File: config.mk
export PLATFORM = sky130hd
export DESIGN_NAME = fmap_read_sched
export DESIGN_NICKNAME = d
export VERILOG_FILES = /design/src/rtl/fmap_read_sched_pkg.sv /design/src/rtl/fmap_addr_rep_cnt.sv /design/src/rtl/fmap_read_sched.sv
export SDC_FILE = /design/constraint.sdc
export NUM_CORES = 1
export LEC_CHECK = 0
export CAP_MARGIN = 10
export CORE_MARGIN = 2
export CORE_UTILIZATION = 55
export CTS_CLUSTER_SIZE = 12
export DETAILED_ROUTE_END_ITERATION = 8
export GPL_TIMING_DRIVEN = 0
export PLACE_DENSITY = 0.78
export SLEW_MARGIN = 25
export SYNTH_ARGS = -nofsm -noshare
export SYNTH_HDL_FRONTEND = slang
export SYNTH_SLANG_ARGS = --single-unit
File: constraint.sdc
create_clock -name clk -period 4.09 [get_ports clk]
set_input_delay 0.818 -clock clk [delete_from_list [all_inputs] [get_ports clk]]
set_output_delay 0.818 -clock clk [all_outputs]
set_load 0.01 [all_outputs]
File: src/rtl/fmap_read_sched_pkg.sv
// Shared definitions for the feature-map read scheduler: controller states and
// default scratch-pad / size-field widths.
package fmap_read_sched_pkg;

  localparam int ADDRESSWIDTH_F_PAD = 10;
  localparam int SIZE_PARA_BITS     = 10;

  typedef enum logic [2:0] {
    IDLE,
    LREQ,
    STREAM,
    CWAIT,
    FIN
  } state_t;

endpackage

File: src/rtl/fmap_addr_rep_cnt.sv
// Scratch-pad read address / repeat counter: each address is held for weight_num
// enabled cycles; 'last' flags the enabled cycle that consumes the final column address.
module fmap_addr_rep_cnt #(
  parameter int ADDR_W = 10,
  parameter int SIZE_W = 10
) (
  input  logic              clk,
  input  logic              rst,
  input  logic              load,
  input  logic [SIZE_W-1:0] load_addr,
  input  logic [SIZE_W-1:0] load_end,
  input  logic              en,
  input  logic [SIZE_W-1:0] weight_num,
  output logic [ADDR_W-1:0] addr,
  output logic [SIZE_W-1:0] col_end,
  output logic              last
);

  localparam int CW = ((ADDR_W > SIZE_W) ? ADDR_W : SIZE_W) + 1;

  logic [SIZE_W-1:0] rep_reg;
  logic [ADDR_W-1:0] addr_reg;
  logic [SIZE_W-1:0] col_end_reg;
  logic              wrap;
  logic [CW-1:0]     addr_inc;

  // weight_num is never 0 here; the caller maps 0 to 1 when latching it
  assign wrap     = ({1'b0, rep_reg} + (SIZE_W+1)'(1)) == {1'b0, weight_num};
  assign addr_inc = CW'(addr_reg) + CW'(1);
  assign last     = en & wrap & (addr_inc == CW'(col_end_reg));
  assign addr     = addr_reg;
  assign col_end  = col_end_reg;

  always_ff @(posedge clk or posedge rst) begin
    if (rst) begin
      rep_reg     <= '0;
      addr_reg    <= '0;
      col_end_reg <= '0;
    end else if (load) begin
      rep_reg     <= '0;
      addr_reg    <= ADDR_W'(load_addr);
      col_end_reg <= load_end;
    end else if (en) begin
      if (wrap) begin
        rep_reg  <= '0;
        addr_reg <= addr_inc[ADDR_W-1:0];
      end else begin
        rep_reg <= rep_reg + SIZE_W'(1);
      end
    end
  end

endmodule

File: src/rtl/fmap_read_sched.sv
// Feature-map read scheduler: sequences load_fmap loads and streams scratch-pad reads
// to the PE array. Define FMAP_SCHED_PERF_EN to add the stall_cnt performance counter.
module fmap_read_sched
  import fmap_read_sched_pkg::*;
#(
  parameter int ADDR_W = ADDRESSWIDTH_F_PAD,
  parameter int SIZE_W = SIZE_PARA_BITS
) (
  input  logic              clk,
  input  logic              rst,
  input  logic              start,
  input  logic              mode_full,
  input  logic [SIZE_W-1:0] pixel_num,
  input  logic [SIZE_W-1:0] col_len,
  input  logic [SIZE_W-1:0] weight_num,
  input  logic              pe_ready,
  input  logic              fmap_ready,
  input  logic              pad_data_ready,
  input  logic              pad_full,
  output logic              load_start,
  output logic              load_full_column,
  output logic [ADDR_W-1:0] raddr,
  output logic              rd_valid,
  output logic              busy,
  output logic              done
`ifdef FMAP_SCHED_PERF_EN
  ,
  output logic [31:0]       stall_cnt
`endif
);

  state_t            state_reg, state_next;
  logic              mode_reg;
  logic [SIZE_W-1:0] pix_reg, col_len_reg, wnum_reg, base_reg;
  logic              col_loaded_reg;
  logic              accept, issue, last_issue;
  logic [SIZE_W:0]   col_sum;
  logic [SIZE_W-1:0] col_end_calc, col_end;
  logic [ADDR_W-1:0] addr;

  assign accept  = (state_reg == IDLE) & start;
  assign issue   = (state_reg == STREAM) & pe_ready & pad_data_ready & ~pad_full;
  assign col_sum = {1'b0, base_reg} + {1'b0, col_len_reg};

  // Column end is clipped to pixel_num; col_len==0 collapses to one full-width column
  always_comb begin
    col_end_calc = pix_reg;
    if (!mode_reg && (col_len_reg != '0) && (col_sum < {1'b0, pix_reg}))
      col_end_calc = col_sum[SIZE_W-1:0];
  end

  fmap_addr_rep_cnt #(
    .ADDR_W(ADDR_W),
    .SIZE_W(SIZE_W)
  ) u_cnt (
    .clk       (clk),
    .rst       (rst),
    .load      (state_reg == LREQ),
    .load_addr (base_reg),
    .load_end  (col_end_calc),
    .en        (issue),
    .weight_num(wnum_reg),
    .addr      (addr),
    .col_end   (col_end),
    .last      (last_issue)
  );

  always_ff @(posedge clk or posedge rst) begin
    if (rst) state_reg <= IDLE;
    else     state_reg <= state_next;
  end

  always_comb begin
    state_next = state_reg;
    case (state_reg)
      IDLE:    if (start) state_next = (pixel_num == '0) ? FIN : LREQ;
      LREQ:    state_next = STREAM;
      STREAM:  if (last_issue) state_next = CWAIT;
      CWAIT:   if (col_loaded_reg) state_next = (col_end == pix_reg) ? FIN : LREQ;
      FIN:     state_next = IDLE;
      default: state_next = IDLE;
    endcase
  end

  always_comb begin
    load_start       = (state_reg == LREQ);
    load_full_column = (state_reg == LREQ) & mode_reg;
    busy             = (state_reg != IDLE);
    done             = (state_reg == FIN);
  end

  always_ff @(posedge clk or posedge rst) begin
    if (rst) begin
      mode_reg       <= 1'b0;
      pix_reg        <= '0;
      col_len_reg    <= '0;
      wnum_reg       <= '0;
      base_reg       <= '0;
      col_loaded_reg <= 1'b0;
      raddr          <= '0;
      rd_valid       <= 1'b0;
    end else begin
      rd_valid <= issue;
      if (issue) raddr <= addr;
      if (accept) begin
        mode_reg    <= mode_full;
        pix_reg     <= pixel_num;
        col_len_reg <= col_len;
        wnum_reg    <= (weight_num == '0) ? SIZE_W'(1) : weight_num;
        base_reg    <= '0;
      end
      // Load-done pulses may land while still streaming, so they are held until CWAIT
      if (state_reg == LREQ)
        col_loaded_reg <= 1'b0;
      else if ((state_reg != IDLE) && fmap_ready)
        col_loaded_reg <= 1'b1;
      if ((state_reg == CWAIT) && col_loaded_reg && (col_end != pix_reg))
        base_reg <= col_end;
    end
  end

`ifdef FMAP_SCHED_PERF_EN
  logic [31:0] stall_cnt_reg;

  always_ff @(posedge clk or posedge rst) begin
    if (rst)
      stall_cnt_reg <= '0;
    else if (accept)
      stall_cnt_reg <= '0;
    else if ((state_reg == STREAM) && pe_ready && !issue && (stall_cnt_reg != '1))
      stall_cnt_reg <= stall_cnt_reg + 32'd1;
  end

  assign stall_cnt = stall_cnt_reg;
`endif

endmodule

# Word-level counts from Yosys, hierarchy flattened
# Cells that the tools add are included.
# W data, S select, Z words.
[op_classes]
reduce_logical = 17
bitwise = 8
magnitude_cmp = 1
mux = 18
eq_ne = 11
n_addsub = 4
[ops]
columns = ["cell", "count"]
rows = [
  ["$mux W10", 10],
  ["$add A10 B1 Y11 const B", 2],
  ["$eq A11 B10 Y1", 2],
  ["$logic_not A10 Y1", 2],
  ["$mux W3", 5],
  ["$pmux W3 S4", 1],
  ["$add A10 B10 Y11", 1],
  ["$lt A11 B10 Y1", 1],
  ["$add A10 B1 Y10 const B", 1],
  ["$eq A10 B10 Y1", 1],
  ["$ne A10 B10 Y1", 1],
  ["$reduce_bool A10 Y1", 1],
  ["$reduce_bool A2 Y1", 4],
  ["$and A1 B1 Y1", 7],
  ["$eq A3 B2 Y1 const B", 2],
  ["$ne A2 B2 Y1 const B", 3],
  ["$logic_and A1 B1 Y1", 5],
  ["$eq A3 B1 Y1 const B", 1],
  ["$eq A3 B3 Y1 const B", 1],
  ["$logic_not A3 Y1", 1],
  ["$reduce_and A3 Y1", 1],
  ["$reduce_bool A3 Y1", 1],
  ["$mux W1", 2],
  ["$reduce_and A2 Y1", 1],
  ["2 further kinds", 2],
]
[word_totals]
ff_bits = 86
input_bits = 38

# Depth between registers and ports, before layout
[depth]
depth_word = 8
depth_mapped = 16
ltp_nobuf = 15

# Modules after synthesis
# A second synthesis with hierarchy kept.
[unflattened]
cells_unflattened = 524
area_unflattened_um2 = 5162.5
[modules_own_cells]
columns = ["mod", "n_inst", "cells_each", "area_each_um2"]
rows = [
  ["fmap_read_sched", 1, 285, 3075.4],
  ["fmap_addr_rep_cnt", 1, 239, 2087.0],
]

# Worst setup path before layout
# OpenSTA, ideal clock, no wires.
[synth_path]
path_type = "reg2reg"
from = "register col_len_reg[0]"
to = "register u_cnt.col_end_reg[9], in the netlist u_cnt.col_end[9]"
period_less_slack_ns = 3.115
path_slack_ns = 0.975
t_arrival_ns = 2.974
path_stages_with_launch = 17
required_time_ns = 3.949
setup_ns = 0.141
n_path_buf = 1
cell_sequence = "dfrtp_1 > ha_1 > inv_1 > fa_1 > nor2b_1 > o21ai_0 > a21boi_0 > o22ai_1 > xnor2_1 > ha_1 > a211oi_1 > o21ai_0 > o221ai_1 > o211ai_1 > buf_2 > mux2i_1 > a21oi_1"
[synth_via]
elab_chain_len = 4
[synth_rtl]
columns = ["item", "line_no", "rtl"]
rows = [
  ["start, declared", "fmap_read_sched.sv:34", "logic [SIZE_W-1:0] pix_reg, col_len_reg, wnum_reg, base_reg;"],
  ["start signal, assigned", "fmap_read_sched.sv:108", "col_len_reg <= col_len;"],
  ["$add A10 B10 Y11 or $reduce_bool A10 Y1 (tied branches)", "fmap_read_sched.sv:43, fmap_read_sched.sv:48", ""],
  ["$lt A11 B10 Y1 or $logic_and A1 B1 Y1 (tied branches)", "fmap_read_sched.sv:48", "if (!mode_reg && (col_len_reg != '0) && (col_sum < {1'b0, pix_reg}))"],
  ["$logic_and A1 B1 Y1", "fmap_read_sched.sv:48", ""],
  ["$mux W10 *", "fmap_read_sched.sv:48", ""],
  ["end signal, assigned", "fmap_addr_rep_cnt.sv:42", "col_end_reg <= load_end;"],
  ["end, declared", "fmap_addr_rep_cnt.sv:23", "logic [SIZE_W-1:0] col_end_reg;"],
]
# Every way passes the cells marked *; elsewhere a longest branch is shown, timed or not.
# A chain may end at the register's enable or synchronous reset.

# Final worst setup path
[layout_path]
from = "register col_len_reg[0]"
to = "register u_cnt.col_end_reg[0], in the netlist u_cnt.col_end[0]"
# The elaborated chain is that of the path after synthesis.

==> summary.txt <==
Clock network
  • CTS Sinks: 86
  • Maximum buffer depth of the clock tree: 2
  • Post-CTS Hold Fix Bufs: 0
  • CTS buffer count: 9
  • Worst-Skew Late Latency: 0.37 ns
  • Clk root buf: clkbuf_8
  • CTS H-tree lvls: 3
  • CTS tree: built
  • Reg clk slew, reported paths: approximately 0.090 ns

GRT
  • Total gr overflow: 0
  • Largest net degree at the start of global routing: 52
  • First-pass GRT wire length: around 22 mm
  • Vias in the first global route: roughly 4500
  • Initial antenna violation count: 0
  • GRT Total Usage: 26.7%

Timing
  • Max Fclk: 275 MHz
  • Final Slew Violations: 0
  • Final Setup Violations: 0
  • Fin crit share: 88.8%
  • Final hold slack: roughly 0.48 ns
  • Final Hold Vio Count: 0
  • Skew final: ~0.0097 ns
  • Worst slew pin tran: 0.695 ns
  • Final Critical Period: between 3 and 4 ns
  • Final setup TNS: 0 ns
  • RSZ-0062 raised after global routing: no
  • Worst slew margin: 53.6%

Detailed routing
  • DR vias/cell: 5.86
  • TritonRoute pass-1 iters: 5
  • Routed WL: 12.8 mm
  • Total number of vias: between 4000 and 5000
  • DRC: 0
  • Final antenna-violating net count: 0
  • 1st-iter DRT viols: 219
  • DR WL/cell: 16.7 µm

Die
  • # rows: 35
  • Die area: 0.0104 mm²
  • Starting Density: a little under three fifths
  • Die W: 102 µm
  • Chip Height: 102 µm
  • IO Count: 53
  • Core box area: 0.00928 mm²

Worst setup path
  • CP Data Required Time: 4.33 ns
  • WS Path Type: register to register
  • Crit path max-delay cell type: dfrtp_1
  • Worst setup SP type: register
  • CP endpoint kind: register
  • CP most frequent cell: o21ai_0
  • Crit path largest cell delay: 0.45 ns
  • CP Cell Sequence: ha_1, inv_1, fa_1, nor2b_1, o21ai_0, a21boi_1, o21ai_0, a21boi_0, ha_1, nand3_1, nor3_1, o221ai_1, o211ai_1, buf_2, mux2i_1, o21ai_0
  • CP max FO: 10
  • Worst EP arrival: a little under 4 ns

Layout
  • Multi-input logic area: 0.00289 mm²
  • Most frequent cells in the layout: dfrtp_1, nand2_1, clkdlybuf4s50_1
  • Cell Count, Final, Fillers Out: 769
  • Finished Cell Area: 0.00620 mm²
  • Most common cell after layout, fill and taps aside: dfrtp_1
  • Ant diodes: 0
  • FILL cells: 775
  • Final core utilization: around two thirds
  • Sequential Area: 0.00215 mm²
  • Share of layout cells above drive strength 1: 10.3%
  • Area grow syn2layout: 17.0%
  • Nets: slightly below 700

Logic synthesis
  • Count of cell types in the netlist: 64
  • Synthesized instance count: between 500 and 600
  • Avg Inst Size Synth: 9.27 µm²
  • Number of synthesis warnings: 0
  • Seq/Total Area, Yosys: 40.7%
  • Ys flop type: dfrtp_1
  • Synth Net Count: 631
  • Flops & latches, synth: 86
  • Synth async-reset ratio: between 90% and 100%
  • Mapped Area: 0.00529 mm²
  • Number of flops mapped to enable cells by yosys: 0

Power and ir drop
  • Leakage: 2.70 nW
  • Max VDD drop: 0.000402 V
  • Power per cell area: ~750 mW/mm²

Outcome
  • Outcome: finished, final reports clean

Run
  • Maxcap violations: 0

Place
  • Placed insts: 753
  • Placement Cell Area: 0.00601 mm²
  • Placer's final routability congestion estimate: between 0.9 and 1
  • Dpl hpwl: 9.73 mm
  • # port buffers: between 50 and 60

Hold path
  • Worst Hold Class: register to register
cells in the mapped netlist, types with 5 or more instances:
| cell | n | area share, % |
|---|---|---|
| nand4_1 | 12 | 1.4 |
| o21ai_0 | 44 | 4.2 |
| mux2_2 | 31 | 6.6 |
| xor2_1 | 8 | 1.3 |
| xnor2_1 | 29 | 4.8 |
| nand2_1 | 83 | 5.9 |
| nor4_1 | 10 | 1.2 |
| dfrtp_1 | 86 | 41 |
| nor3_1 | 11 | 1.0 |
| inv_1 | 26 | 1.8 |
| or3_1 | 5 | 0.59 |
| nor2_1 | 28 | 2.0 |
| nand3_1 | 17 | 1.6 |
| mux2i_1 | 12 | 2.3 |
| and3_1 | 6 | 0.71 |
| ha_1 | 21 | 5.0 |
| or4_1 | 5 | 0.71 |
| a21oi_1 | 20 | 1.9 |
| a21o_1 | 5 | 0.71 |
| nand2b_1 | 6 | 0.71 |
| clkbuf_1 | 26 | 1.8 |
| a31oi_1 | 8 | 0.95 |
timing repair:
action                     4_1_cts  5_1_grt
hold endpoints to repair         0        0
setup buffers                    0        0
gates resized for setup          0        1
setup endpoints to repair        0       10
logic make-up after synthesis:
family / after synthesis / synth area share (%)
AND/OR/NAND/NOR: 206 / 19.7
AO/OA/AOI/OAI: 116 / 14.0
flip-flops: 86 / 40.7
buffers and inverters: 60 / 4.85
multiplexers: 43 / 8.86
XOR/XNOR: 38 / 6.57
adder cells (fa/ha/maj): 22 / 5.34
final cells by class:
cell class | count | area share, %
Sequential cell | 86 | 34.7
Multi-Input combinational cell | 425 | 46.6
Buffer | 34 | 2.56
Inverter | 26 | 1.62
Timing Repair Buffer | 53 | 8.84
Clock inverter | 6 | 1.01
Tap cell | 129 | 2.61
Clock buffer | 10 | 2.06
worst max-delay path, delay by kind of cell (launching register included):
family,cells,cell delay [ns]
mux,1,0.25
fa+ha+maj,3,0.80
flops,1,0.45
compound gates,7,1.19
simple gates,3,0.45
buf+inv,2,0.37
metrics by stage:
step / worst slack, ns / power, mW
after floorplan: 0.975 / 3.33
after global placement: -0.193 / 3.91
after detailed placement: 0.322 / 4.02
after CTS: 0.297 / 4.63
after global routing: 0.0540 / 5.02
final: 0.460 / 4.63
power by group:
group	switching [mW]	total, mW	internal [mW]
combinational	1.25	2.43	1.18
sequential	0.394	1.59	1.20
clock	0.324	0.605	0.280
routing by layer:
layer  track usage, %  share of wire (%)  vias up  wire length, µm
met5                0                  0        -                0
met4             12.2                3.6        0              459
met3             3.21                4.9       38              626
met2             43.4                 48      147             6110
met1             36.0                 44     2161             5620
li1                 -                  -     2159                -
worst paths after layout:
path                                     start                to  slack, ns  cells past startpoint
worst max-delay path            col_len_reg[0]  u_cnt.col_end[0]       0.46                     16
worst min-delay path                  raddr[4]          raddr[4]       0.48                      2
worst max register to register  col_len_reg[0]  u_cnt.col_end[0]       0.46                     16
worst min register to register        raddr[4]          raddr[4]       0.48                      2
max in group asynchronous                  rst     u_cnt.addr[2]       2.65                      3
min in group asynchronous                  rst    col_len_reg[0]       0.82                      2
(Power assumes the default switching activity.)
==> RTL change 1: new RTL, config.mk and constraints unchanged <==
Change the package constant `SIZE_PARA_BITS` from 10 to 20.
--- a/src/rtl/fmap_read_sched_pkg.sv
+++ b/src/rtl/fmap_read_sched_pkg.sv
@@ -3,7 +3,7 @@
 package fmap_read_sched_pkg;
 
   localparam int ADDRESSWIDTH_F_PAD = 10;
-  localparam int SIZE_PARA_BITS     = 10;
+  localparam int SIZE_PARA_BITS     = 20;
 
   typedef enum logic [2:0] {
     IDLE,
Ports: changed (resized col_len, pixel_num and weight_num); port bits go from 53 to 83. The function was not compared with the original's and may differ.
==> RTL change 1 against the unedited design <==
The flow now finishes with violations (negative setup slack); wire length grew 94%; power rose by 110%; first-iteration DRC count rose to 2.7 times the old value; die area increased by 70%; cell area grew 81%; combinational power up 120%; sequential share of layout area fell by 2.1 points; critical path depth rose by 1; area after synthesis grew 73%; worst setup slack worse by 1300 ps; global-route usage grew 2.9 points; sequential cell count increased by 60; non-clock buffer count increased by 69; critical path type unchanged; critical endpoint is now u_cnt.col_end[2]$_DFFE_PP0P_.
==> RTL change 1: results (changes against the unedited design) <==
CTS
  – Clock slew at reported path FFs: 60 ps (-30 ps)
  – CTS H-Tree Depth: 4 (+1)
  – CTS Root Cell: clkbuf_16
  – PostCTS Resize Cnt: 27 (+27)
  – Setup bufs post-CTS: 7 (+7)
  – Total CTS buffers: 17 (+8)
  – Worst skew pair latency: 450 ps (+80 ps)

Setup path
  – CP Max Fanout: 5 (-5)
  – Arrival @ worst endpoint: 5220 ps (+1350 ps)
  – Setup crit start: col_len_reg[4]$_DFFE_PP0P_
  – Max stage delay on crit path: 520 ps (+70 ps)
  – Worst path slowest cell: or4_1

STA
  – Worst Clk Skew: 10.2 ps (+0.499 ps)
  – Setup WS post-layout: -801 ps (-1260 ps)
  – Setup violators final: 20 (+20)
  – Total negative slack: -14810 ps (-14810 ps)

Yosys
  – Post-synth cell types: 70 (+9.4%)
  – Net Count, Synth: 1082 (+71%)
  – Share of the yosys chip area belonging to registers: 39.9% (-0.78 points)

Final layout
  – Syn-to-layout area delta: 22.4%

Outcome
  – Violated checks: negative setup slack
  – Outcome: complete, but fails checks

Global route
  – GR Util All Layers: 29.6% (+2.9 points)
  – Largest net degree at the start of global routing: 34 (-35%)

Min path
  – Worst Hold Launch: raddr[1]$_DFFE_PP0P_

Placed design
  – Setup slack at placement: -1110 ps (-1430 ps)
  – Placed inst area: 0.0104 mm2 (+74%)
  – I/O Buffers: 82 (+58%)

Power and ir drop
  – Net Switching: 4.08 mW (+110%)
  – Sequential share of power: 28.5% (-5.9 points)

Drt
  – Starting DRT DRC Count: 584 (+170%)
RTL change 1: changes by cell type after synthesis, moves of 12 or more:
cell,delta
dfrtp_1,+60
nand2_1,+50
xor2_1,+18
inv_1,+17
nor4_1,+15
mux2i_1,+15
o21ai_0,+27
and3_1,+12
clkbuf_1,+15
nand3_1,+13
xnor2_1,+19
nand4_1,+13
mux2_2,+36
ha_1,+20
RTL change 1: routing by layer:
layer,track usage [%],part of all wire (%),wire [um]
met5,0,0,0
met4,12.1,2.9,711
met3,4.83,4.9,1230
met2,48.8,48,12000
met1,39.0,44,10900
RTL change 1: worst register-to-register path: cells and delay by family, from the launching register on:
family	cells	cell delay [ps]
adders and majority gates	2	610
AOI/OAI and AO/OA	11	2660
buffers and inverters	2	370
DFF	1	440
and+or+nand+nor	2	690
RTL change 1: final cells by class:
class	count	share of cell area, %
buffer	59	2.49
clock buffer	19	4.04
clock inverter	13	0.982
inverter	43	1.47
multi-input combinational	724	46.8
sequential	146	32.6
tap	220	2.46
timing repair buffer	97	9.13
RTL change 1: cell families after synthesis:
logic type	Yosys count	synth area share, %
fa+ha+maj	42	5.82
xor+xnor	75	7.32
mux	94	11.2
compound gates	178	12.6
simple gates	335	18.6
flops	146	39.9
buf+inv	102	4.63
RTL change 1: worst paths after layout:
| path | slack [ps] | endpoint | depth (start not counted) |
|---|---|---|---|
| min in group asynchronous | 760 | base_reg[18]$_DFFE_PP0P_ | 2 |
| max in group asynchronous | 2620 | col_len_reg[0]$_DFFE_PP0P_ | 4 |
| worst min-delay path | 480 | raddr[1]$_DFFE_PP0P_ | 2 |
| worst min register to register | 480 | raddr[1]$_DFFE_PP0P_ | 2 |
| worst max-delay path | -800 | u_cnt.col_end[2]$_DFFE_PP0P_ | 17 |
| worst max register to register | -800 | u_cnt.col_end[2]$_DFFE_PP0P_ | 17 |
==> RTL change 2: new RTL, same flow settings <==
Without the edit above. Re-encode `state_t` (5 states) as one-hot, 5 bits wide.
--- a/src/rtl/fmap_read_sched_pkg.sv
+++ b/src/rtl/fmap_read_sched_pkg.sv
@@ -5,12 +5,12 @@
   localparam int ADDRESSWIDTH_F_PAD = 10;
   localparam int SIZE_PARA_BITS     = 10;
 
-  typedef enum logic [2:0] {
-    IDLE,
-    LREQ,
-    STREAM,
-    CWAIT,
-    FIN
+  typedef enum logic [4:0] {
+    IDLE   = 5'b00001,
+    LREQ   = 5'b00010,
+    STREAM = 5'b00100,
+    CWAIT  = 5'b01000,
+    FIN    = 5'b10000
   } state_t;
 
 endpackage
Function: same outputs for any inputs over 10 cycles, from zero or initial values and one cycle with rst high; not proved beyond that.
==> RTL change 2 against the unedited design <==
Synthesized cell count rose by 0.53%; power fell by 12%; critical path depth fell by 10; worst setup slack got worse by 190 ps; global-route usage barely moved; wire length rose by 0.76%; cell area rose by 0.97%; first-iteration DRC count rose by 41%; sequential cell count rose by 2; area after synthesis barely moved; critical path type is now flop to output port.
==> RTL change 2: results (changes against the unedited design) <==
Outcome
  – Outcome: finished clean

CTS
  – CTS Root Cell: clkbuf_8
  – Setup bufs post-CTS: 0 (unchanged)
  – PostCTS Resize Cnt: 0 (unchanged)
  – Clk buf depth: 2 (unchanged)

Setup path
  – Setup slack, reg-to-reg: 400 ps (-60 ps)
  – Setup crit start: state_reg[2]$_DFFE_PP0P_
  – Critical path endpoint: load_start
  – Max stage delay on crit path: 630 ps (+180 ps)
  – Worst path slowest cell: clkdlybuf4s50_1
  – Worst reg2reg path endpoint: u_cnt.col_end[1]$_DFFE_PP0P_
  – R2R cell count: 15 (-1)
  – Arrival @ worst endpoint: 3000 ps (-870 ps)

Yosys
  – Primary FF master, synth: dfrtp_1
  – Compound-cell area share of the yosys netlist: 11.1% (-2.9 points)
  – Net Count, Synth: 634 (+0.48%)
  – Most frequent cells after synthesis: 87 x dfrtp_1, 85 x nand2_1, 33 x nand3_1
  – Post-synthesis mux area share: 8.47% (-0.39 points)
  – Adder-Cell Fraction of Synth Area: 5.35% (about the same)
  – Top cells by area, synth: dfrtp_1 41%, mux2_2 6.2%, nand2_1 6.0%
  – Post-synth cell types: 59 (-7.8%)
  – Share of the yosys chip area belonging to registers: 41.7% (+1.0 points)
  – Count leader, synth: dfrtp_1
  – Synth Area in XOR/XNOR: 7.78% (+1.2 points)
  – Mean Syn Cell Area: 9.21 um2 (-0.62%)

STA
  – Hold_ws: 511 ps (+35.2 ps)
  – Worst Clk Skew: 14.4 ps (+4.75 ps)
  – Worst Tran Pin Value: 684 ps (-11.1 ps)

Power and ir drop
  – Total power: 4.07 mW (-12%)
  – P_leak: 2.70 nW (+0.17%)
  – Clock network fraction of total power: 18.6% (+5.5 points)
  – Sequential share of power: 36.5% (+2.1 points)
  – Worst VDD drop: 0.311 mV (-23%)
  – Net Switching: 1.64 mW (-17%)

Global route
  – GR Util All Layers: 26.6% (-0.049 points)
  – First-pass GRT wire length: 21600 um (+0.19%)
  – Largest net degree at the start of global routing: 79 (+52%)
  – Vias in the first global route: 4286 (-3.8%)

Final layout
  – Layout fillers: 752 (-3.0%)
  – Share of layout cells above drive strength 1: 9.18% (-1.1 points)
  – Fin cells: 772 (+0.39%)
  – NumNets Final: 698 (+0.43%)

Placed design
  – DP Cell Count: 756 (+0.40%)
  – Dpl hpwl: 9890 um (+1.7%)
  – Gp weighted congestion: 0.945 (-2.1%)
  – Placed inst area: 0.00600 mm2 (about the same)

Drt
  – Starting DRT DRC Count: 309 (+41%)
  – Residual DRC count: 0 (unchanged)
  – DR vias/cell: 5.90 (+0.78%)
  – Routed WL: 12900 um (+0.76%)

Min path
  – Worst Hold Launch: raddr[6]$_DFFE_PP0P_
  – Worst hold path type: flop to flop
  – Hold Path End: raddr[6]$_DFFE_PP0P_
  – Hold Crit Depth: 1 (-1)
RTL change 2: through the flow:
stage / worst slack, ps / utilization, %
after floorplan: 960 / -
after global placement: -290 / 64.3
after detailed placement: 389 / 64.7
after CTS: 322 / 67.4
after global routing: 121 / 67.4
final: 269 / 67.4
RTL change 2: layer usage:
metal	part of all wire (%)	global-route usage, %	vias up
li1	-	-	2168
met3	5.3	2.80	28
met4	2.3	9.03	0
met5	0	0	-
met1	44	36.4	2185
met2	49	44.6	177
RTL change 2: final cells by class:
type / instances / area [um2] / share of cell area (%)
repair buffers: 53 / 548 / 8.76
clock buffers: 10 / 138 / 2.20
flip-flops and latches: 88 / 2200 / 35.2
multi-input cells: 435 / 2880 / 46.0
plain buffers: 30 / 129 / 2.06
well taps: 129 / 161 / 2.58
inverters: 21 / 83.8 / 1.34
clock inverters: 6 / 115 / 1.84
RTL change 2: worst max-delay path: cells and delay by family, from the launching register on:
family,cells,cell delay (ps)
buffers and inverters,4,1670
DFF,1,430
and+or+nand+nor,2,530
